===== src/rtl/spi_rd_word_packer.sv =====
// Packs the SPI flash read byte stream into MSB-first 32-bit words behind a small FWFT FIFO.
// Optional incrementing-pattern checker enabled by defining SPI_RD_PATTERN_CHK_EN.
module spi_rd_word_packer #(
  parameter int unsigned BYTE_MAX   = 10,
  parameter int unsigned FIFO_DEPTH = 2,
  parameter logic [7:0]  START_VAL  = 8'h00
) (
  input  logic        sys_clk,
  input  logic        sys_rst,
  input  logic        frame_start,
  input  logic [7:0]  byte_in,
  input  logic        byte_vld,
  output logic [31:0] word_out,
  output logic [3:0]  word_keep,
  output logic        word_last,
  output logic        word_vld,
  input  logic        word_rdy,
  output logic        frame_done,
  output logic        trunc_err,
  output logic        ovf,
  output logic        chk_err
);

  localparam int unsigned PTR_W = (FIFO_DEPTH > 1) ? $clog2(FIFO_DEPTH) : 1;
  localparam int unsigned CNT_W = PTR_W + 1;
  localparam int unsigned BC_W  = 8;
  localparam logic [BC_W-1:0] LAST_IDX = BC_W'(BYTE_MAX - 1);

  typedef struct packed {
    logic [31:0] data;
    logic [3:0]  keep;
    logic        last;
  } word_t;

  typedef enum logic [1:0] {
    S_IDLE,
    S_COLLECT,
    S_DONE
  } state_t;

  state_t          r_state;
  state_t          w_state_nxt;
  logic            w_acc;
  logic            w_trunc;
  logic            w_final;
  logic [BC_W-1:0] w_idx;
  logic [BC_W-1:0] r_cnt;
  logic [31:0]     r_pack;
  logic [31:0]     w_base;
  logic [31:0]     w_word;
  logic [3:0]      w_keep;
  logic [1:0]      w_lane;
  logic            w_push;
  word_t           w_entry;
  logic            r_done;
  logic            r_trunc;

  word_t            r_mem [FIFO_DEPTH];
  word_t            w_mem_nxt [FIFO_DEPTH];
  logic [PTR_W-1:0] r_wr_ptr;
  logic [PTR_W-1:0] r_rd_ptr;
  logic [PTR_W-1:0] w_rd_nxt;
  logic [CNT_W-1:0] r_fcnt;
  logic [CNT_W-1:0] w_fcnt_nxt;
  logic             w_pop;
  logic             w_full;
  logic             w_push_ok;
  logic             w_ovf_set;
  word_t            w_head;
  word_t            r_head;
  logic             r_vld;
  logic             r_ovf;

  always_ff @(posedge sys_clk or posedge sys_rst) begin
    if (sys_rst) r_state <= S_IDLE;
    else         r_state <= w_state_nxt;
  end

  // A frame_start always wins; a byte arriving with it becomes byte 0 of the new frame.
  always_comb begin
    w_state_nxt = r_state;
    w_acc       = 1'b0;
    w_trunc     = 1'b0;
    w_idx       = r_cnt;
    if (frame_start) begin
      w_trunc     = (r_state == S_COLLECT);
      w_idx       = '0;
      w_acc       = byte_vld;
      w_state_nxt = S_COLLECT;
    end else if (r_state == S_COLLECT) begin
      w_acc = byte_vld;
    end
    w_final = w_acc && (w_idx == LAST_IDX);
    if (w_final) w_state_nxt = S_DONE;
  end

  always_comb begin
    w_base = frame_start ? 32'h0 : r_pack;
    w_lane = w_idx[1:0];
    w_word = w_base;
    w_keep = 4'b1000;
    case (w_lane)
      2'd0: begin w_word[31:24] = byte_in; w_keep = 4'b1000; end
      2'd1: begin w_word[23:16] = byte_in; w_keep = 4'b1100; end
      2'd2: begin w_word[15:8]  = byte_in; w_keep = 4'b1110; end
      default: begin w_word[7:0] = byte_in; w_keep = 4'b1111; end
    endcase
    w_push  = w_acc && ((w_lane == 2'd3) || w_final);
    w_entry = '{data: w_word, keep: w_keep, last: w_final};
  end

  always_ff @(posedge sys_clk or posedge sys_rst) begin
    if (sys_rst) begin
      r_cnt   <= '0;
      r_pack  <= '0;
      r_done  <= 1'b0;
      r_trunc <= 1'b0;
    end else begin
      r_done  <= w_final;
      r_trunc <= w_trunc;
      if (w_acc) begin
        r_cnt  <= BC_W'(w_idx + BC_W'(1));
        r_pack <= w_push ? 32'h0 : w_word;
      end else if (frame_start) begin
        r_cnt  <= '0;
        r_pack <= '0;
      end
    end
  end

  // FIFO next-state; the head output register is loaded from the post-update head entry.
  always_comb begin
    w_pop     = r_vld && word_rdy;
    w_full    = (r_fcnt == CNT_W'(FIFO_DEPTH));
    w_push_ok = w_push && (!w_full || w_pop);
    w_ovf_set = w_push && w_full && !w_pop;
    w_mem_nxt = r_mem;
    if (w_push_ok) w_mem_nxt[r_wr_ptr] = w_entry;
    w_rd_nxt   = w_pop ? PTR_W'(r_rd_ptr + 1'b1) : r_rd_ptr;
    w_fcnt_nxt = CNT_W'(r_fcnt + CNT_W'(w_push_ok) - CNT_W'(w_pop));
    w_head     = (w_fcnt_nxt != '0) ? w_mem_nxt[w_rd_nxt] : '0;
  end

  always_ff @(posedge sys_clk or posedge sys_rst) begin
    if (sys_rst) begin
      r_mem    <= '{default: '0};
      r_wr_ptr <= '0;
      r_rd_ptr <= '0;
      r_fcnt   <= '0;
      r_head   <= '0;
      r_vld    <= 1'b0;
      r_ovf    <= 1'b0;
    end else begin
      r_mem    <= w_mem_nxt;
      r_wr_ptr <= w_push_ok ? PTR_W'(r_wr_ptr + 1'b1) : r_wr_ptr;
      r_rd_ptr <= w_rd_nxt;
      r_fcnt   <= w_fcnt_nxt;
      r_head   <= w_head;
      r_vld    <= (w_fcnt_nxt != '0);
      r_ovf    <= r_ovf | w_ovf_set;
    end
  end

`ifdef SPI_RD_PATTERN_CHK_EN
  logic w_chk_hit;
  logic r_chk;

  assign w_chk_hit = w_acc && (byte_in != 8'(START_VAL + w_idx));

  // Sticky within a frame; a new frame clears it unless its first byte already mismatches.
  always_ff @(posedge sys_clk or posedge sys_rst) begin
    if (sys_rst) r_chk <= 1'b0;
    else         r_chk <= (frame_start ? 1'b0 : r_chk) | w_chk_hit;
  end

  assign chk_err = r_chk;
`else
  logic w_unused_start_val;
  assign w_unused_start_val = ^START_VAL;
  assign chk_err = 1'b0;
`endif

  assign word_out   = r_head.data;
  assign word_keep  = r_head.keep;
  assign word_last  = r_head.last;
  assign word_vld   = r_vld;
  assign frame_done = r_done;
  assign trunc_err  = r_trunc;
  assign ovf        = r_ovf;

endmodule


===== config.mk =====
export PLATFORM = sky130hd
export DESIGN_NAME = spi_rd_word_packer
export DESIGN_NICKNAME = d
export VERILOG_FILES = /design/src/rtl/spi_rd_word_packer.sv
export SDC_FILE = /design/constraint.sdc
export NUM_CORES = 1
export LEC_CHECK = 0
export BUFFER_PORTS_ARGS = -buffer_cell sky130_fd_sc_hd__buf_2
export CAP_MARGIN = 20
export CORE_MARGIN = 1
export CORE_UTILIZATION = 38
export DETAILED_ROUTE_END_ITERATION = 6
export HOLD_SLACK_MARGIN = 0.1
export PLACE_DENSITY = 0.51
export SYNTH_ARGS = -nofsm -noshare
export SYNTH_HDL_FRONTEND = slang
export SYNTH_SLANG_ARGS = --single-unit

===== constraint.sdc =====
create_clock -name sys_clk -period 7.9 [get_ports sys_clk]
set_input_delay 1.185 -clock sys_clk [delete_from_list [all_inputs] [get_ports sys_clk]]
set_output_delay 1.185 -clock sys_clk [all_outputs]
set_load 0.01 [all_outputs]

==> run metrics <==
setup slack, reg-to-reg between 3 and 4 ns; DRC 0; # fillers 1,738; final wirelength 15,170 um; Initial Util 38.73%; status complete, no violations; Async SR Flop Fraction 100.0%; r2r startpoint r_cnt[0]; kind of critical path primary input to flop; Arrival @ worst endpoint 5.91 ns; Synth Register Bits 161; Vias 4,768; number of I/O port buffers 53; Worst VDD drop 0.0002745 V; power per cell area 318.7 nW/um^2; YS warnings 0; Slew HR 41.28%; slowest cell on the critical path ha_1; largest net degree at the start of global routing 84; hold path startpoint ovf; logic gate share of total power 25.4%; CP endpoint word_out[24]; Post-Syn Nets 685; clk sinks between 150 and 200; total power ~0.0026 W; Mean Syn Cell Area approximately 10 um^2; grt ovf 0; H-tree depth 4; slowest stage delay, CP 0.66 ns; Cells after Synth 665; row count 49; Lkg Pwr 3.906 nW; Setup crit end kind flop; vias per cell around 5; post-CTS setup buffers 0; Pre-antenna DRT Iters 4; Final #Nets 724; mapped cell area slightly below 7000 um^2; CORE AREA ~18,000 um^2; CTS tree done; R2R depth 17; DIE HEIGHT 137.3 um; RSZ-0062 raised after global routing false; CP Cell Sequence buf_2, nand2b_1, ha_1, nor4b_4, a21oi_2, nor3_1, inv_1, ha_1, inv_1, ha_1, xnor2_1, xnor2_1, nor2_1, inv_1, nand2_1, buf_4, o32ai_1; Max Slew Vio Count 0; sw power 0.0007953 W; EDFF count, synth 0; Setup Skew 0.01096 ns; DP HPWL 9539 um; drt wl/cell around 16 um; worst-margin pin slew 0.8808 ns; P_int 0.001758 W; critical-path maximum fanout 47; io pins 55; total negative slack 0 ns; Final setup viols 0; Worst-path clk slew roughly 0.06 ns; Tcrit/Tclk final 71.35%; Hold WC Path Type flop to flop; initial antenna violation count 0; Sw Ratio 31.15%; Placer Congestion 0.7261; Clock Latency Late Sink ~0.43 ns; Final Hold Fails 0; Root Driver clkbuf_16; Synth Flop Type dfrtp_1; Crit. Startpoint frame_start; CTS Hold Bufs 0; Clock power frac 32.9%; f_max 0.1774 GHz; Placed Area roughly 7400 um^2; CTS buffer count 17; diodes inserted 0; Reg power frac 41.7%; reg2reg end word_out[24]; Die Area 18,860 um^2; layout cells sized above 1 between 10% and 20%; Die Span X 137.3 um; Storage cell area 4029 um^2; Final ANT Viol Nets 0; first-pass GRT wire length between 20,000 and 25,000 um; commonest non-fill, non-tap cell in the layout dfrtp_1; Yosys cell types 43; WP data required approximately 8.2 ns; initial drt markers 208; CTS Buffer Depth 2; Seq/Total Area, Yosys slightly below 60%; post-route cell area approximately 8000 um^2; Total GRT Usage 17.39%; Layout area overhead 15.16%; vias in the first global route 4,679; Final Critical Period 5.636 ns; multi-input logic area roughly 2600 um^2; commonest non-fill, non-tap cells in the layout dfrtp_1 (161), nor2_1 (104), buf_2 (53), nand2_1 (50), inv_1 (41); max-cap viol count 0; post-cts sizing count 0; Startpoint Class primary input
==> cells by family (layout without fill, tap and decap cells) <==
family          after synthesis  after routing  share of synthesized area (%)
compound gates              148            148                          14.58
other cells                   1              1                        0.05390
xor+xnor                     10             10                          1.259
flops                       161            161                          57.90
fa+ha+maj                     7              7                          1.259
simple gates                219            219                          14.80
mux                          35             35                          5.053
buf+inv                      84            135                          5.089
==> cell usage after synthesis (2+ instances only) <==
| cell type | number | area, um^2 |
|---|---|---|
| ha_1 | 7 | 87.58 |
| clkbuf_1 | 29 | 108.9 |
| nand2_1 | 50 | 187.7 |
| buf_1 | 2 | 7.510 |
| and2_1 | 3 | 18.77 |
| mux2i_1 | 34 | 340.3 |
| nand3_1 | 3 | 15.01 |
| buf_2 | 4 | 20.02 |
| buf_6 | 2 | 22.52 |
| nor2_1 | 104 | 390.4 |
| and3_1 | 2 | 12.51 |
| inv_1 | 42 | 157.7 |
| a22o_1 | 3 | 26.28 |
| dfrtp_1 | 161 | 4029 |
| nand2b_1 | 36 | 225.2 |
| buf_4 | 5 | 37.54 |
| a21oi_1 | 2 | 10.01 |
| nor2b_1 | 4 | 25.02 |
| nor3_1 | 4 | 20.02 |
| nand4_1 | 3 | 18.77 |
| o22ai_1 | 33 | 206.5 |
| o21a_1 | 33 | 247.7 |
| xor2_1 | 2 | 17.52 |
| o21ai_0 | 38 | 190.2 |
| o32ai_1 | 32 | 280.3 |
| or3_1 | 3 | 18.77 |
| xnor2_1 | 8 | 70.07 |
==> critical path: cells and delay by family <==
kind            cells  cell delay, ns
compound gates      2            0.30
xor+xnor            2            0.27
buf+inv             5            1.27
fa+ha+maj           3            1.14
simple gates        5            1.71
==> layout make-up <==
class | instances | area share, %
clock buffers | 23 | 5.840
clock inverters | 8 | 1.608
inverters | 42 | 2.030
multi-input cells | 420 | 32.21
flip-flops and latches | 161 | 50.28
well taps | 229 | 3.576
repair buffers | 62 | 4.450
==> routing by layer <==
| metal | routed length, um | GRT usage [%] | vias up |
|---|---|---|---|
| met5 | 0 | 0 | - |
| met4 | 181 | 5.678 | 0 |
| met1 | 7182 | 23.29 | 2324 |
| li1 | - | - | 2352 |
| met3 | 630 | 4.010 | 12 |
| met2 | 7173 | 27.78 | 80 |
==> power by group through the flow <==
stage / Combinational [W] / Clock [W] / Sequential, W
2_1_floorplan: 0.000407 / 0 / 0.00111
3_3_place_gp: 0.000636 / 0 / 0.00108
3_5_place_dp: 0.000654 / 0 / 0.00108
4_1_cts: 0.000655 / 0.000861 / 0.00107
5_1_grt: 0.000722 / 0.000898 / 0.00108
6_report: 0.000647 / 0.000840 / 0.00107
==> sequential cells by signal, indices dropped and copies added (netlist names) <==
signal and cells:
frame_done 1, ovf 1, r_cnt 8, r_fcnt 2, r_mem 74, r_pack 32, r_rd_ptr 1, r_state 2
r_wr_ptr 1, trunc_err 1, word_keep 4, word_last 1, word_out 32, word_vld 1
==> per-stage QoR <==
step	hold slack [ns]	setup slack (ns)	std cells	util (%)
after floorplan	0.4321	2.367	665	-
after global placement	0.4515	1.985	912	41.07
after detailed placement	0.4549	1.806	913	41.13
after CTS	0.4748	2.248	944	44.45
after global routing	0.4964	1.686	945	44.61
final	0.4746	2.264	945	44.61
==> worst min path at each step <==
| stage | to | slack, ns | depth (start not counted) |
|---|---|---|---|
| floorplan | r_mem[4] | 0.43 | 1 |
| global placement | ovf | 0.45 | 1 |
| detailed placement | ovf | 0.45 | 1 |
| CTS | r_mem[41] | 0.47 | 1 |
| global route | r_mem[3] | 0.50 | 2 |
| finish | ovf | 0.47 | 1 |
No activity file was read; power rests on OpenSTA's default activity.
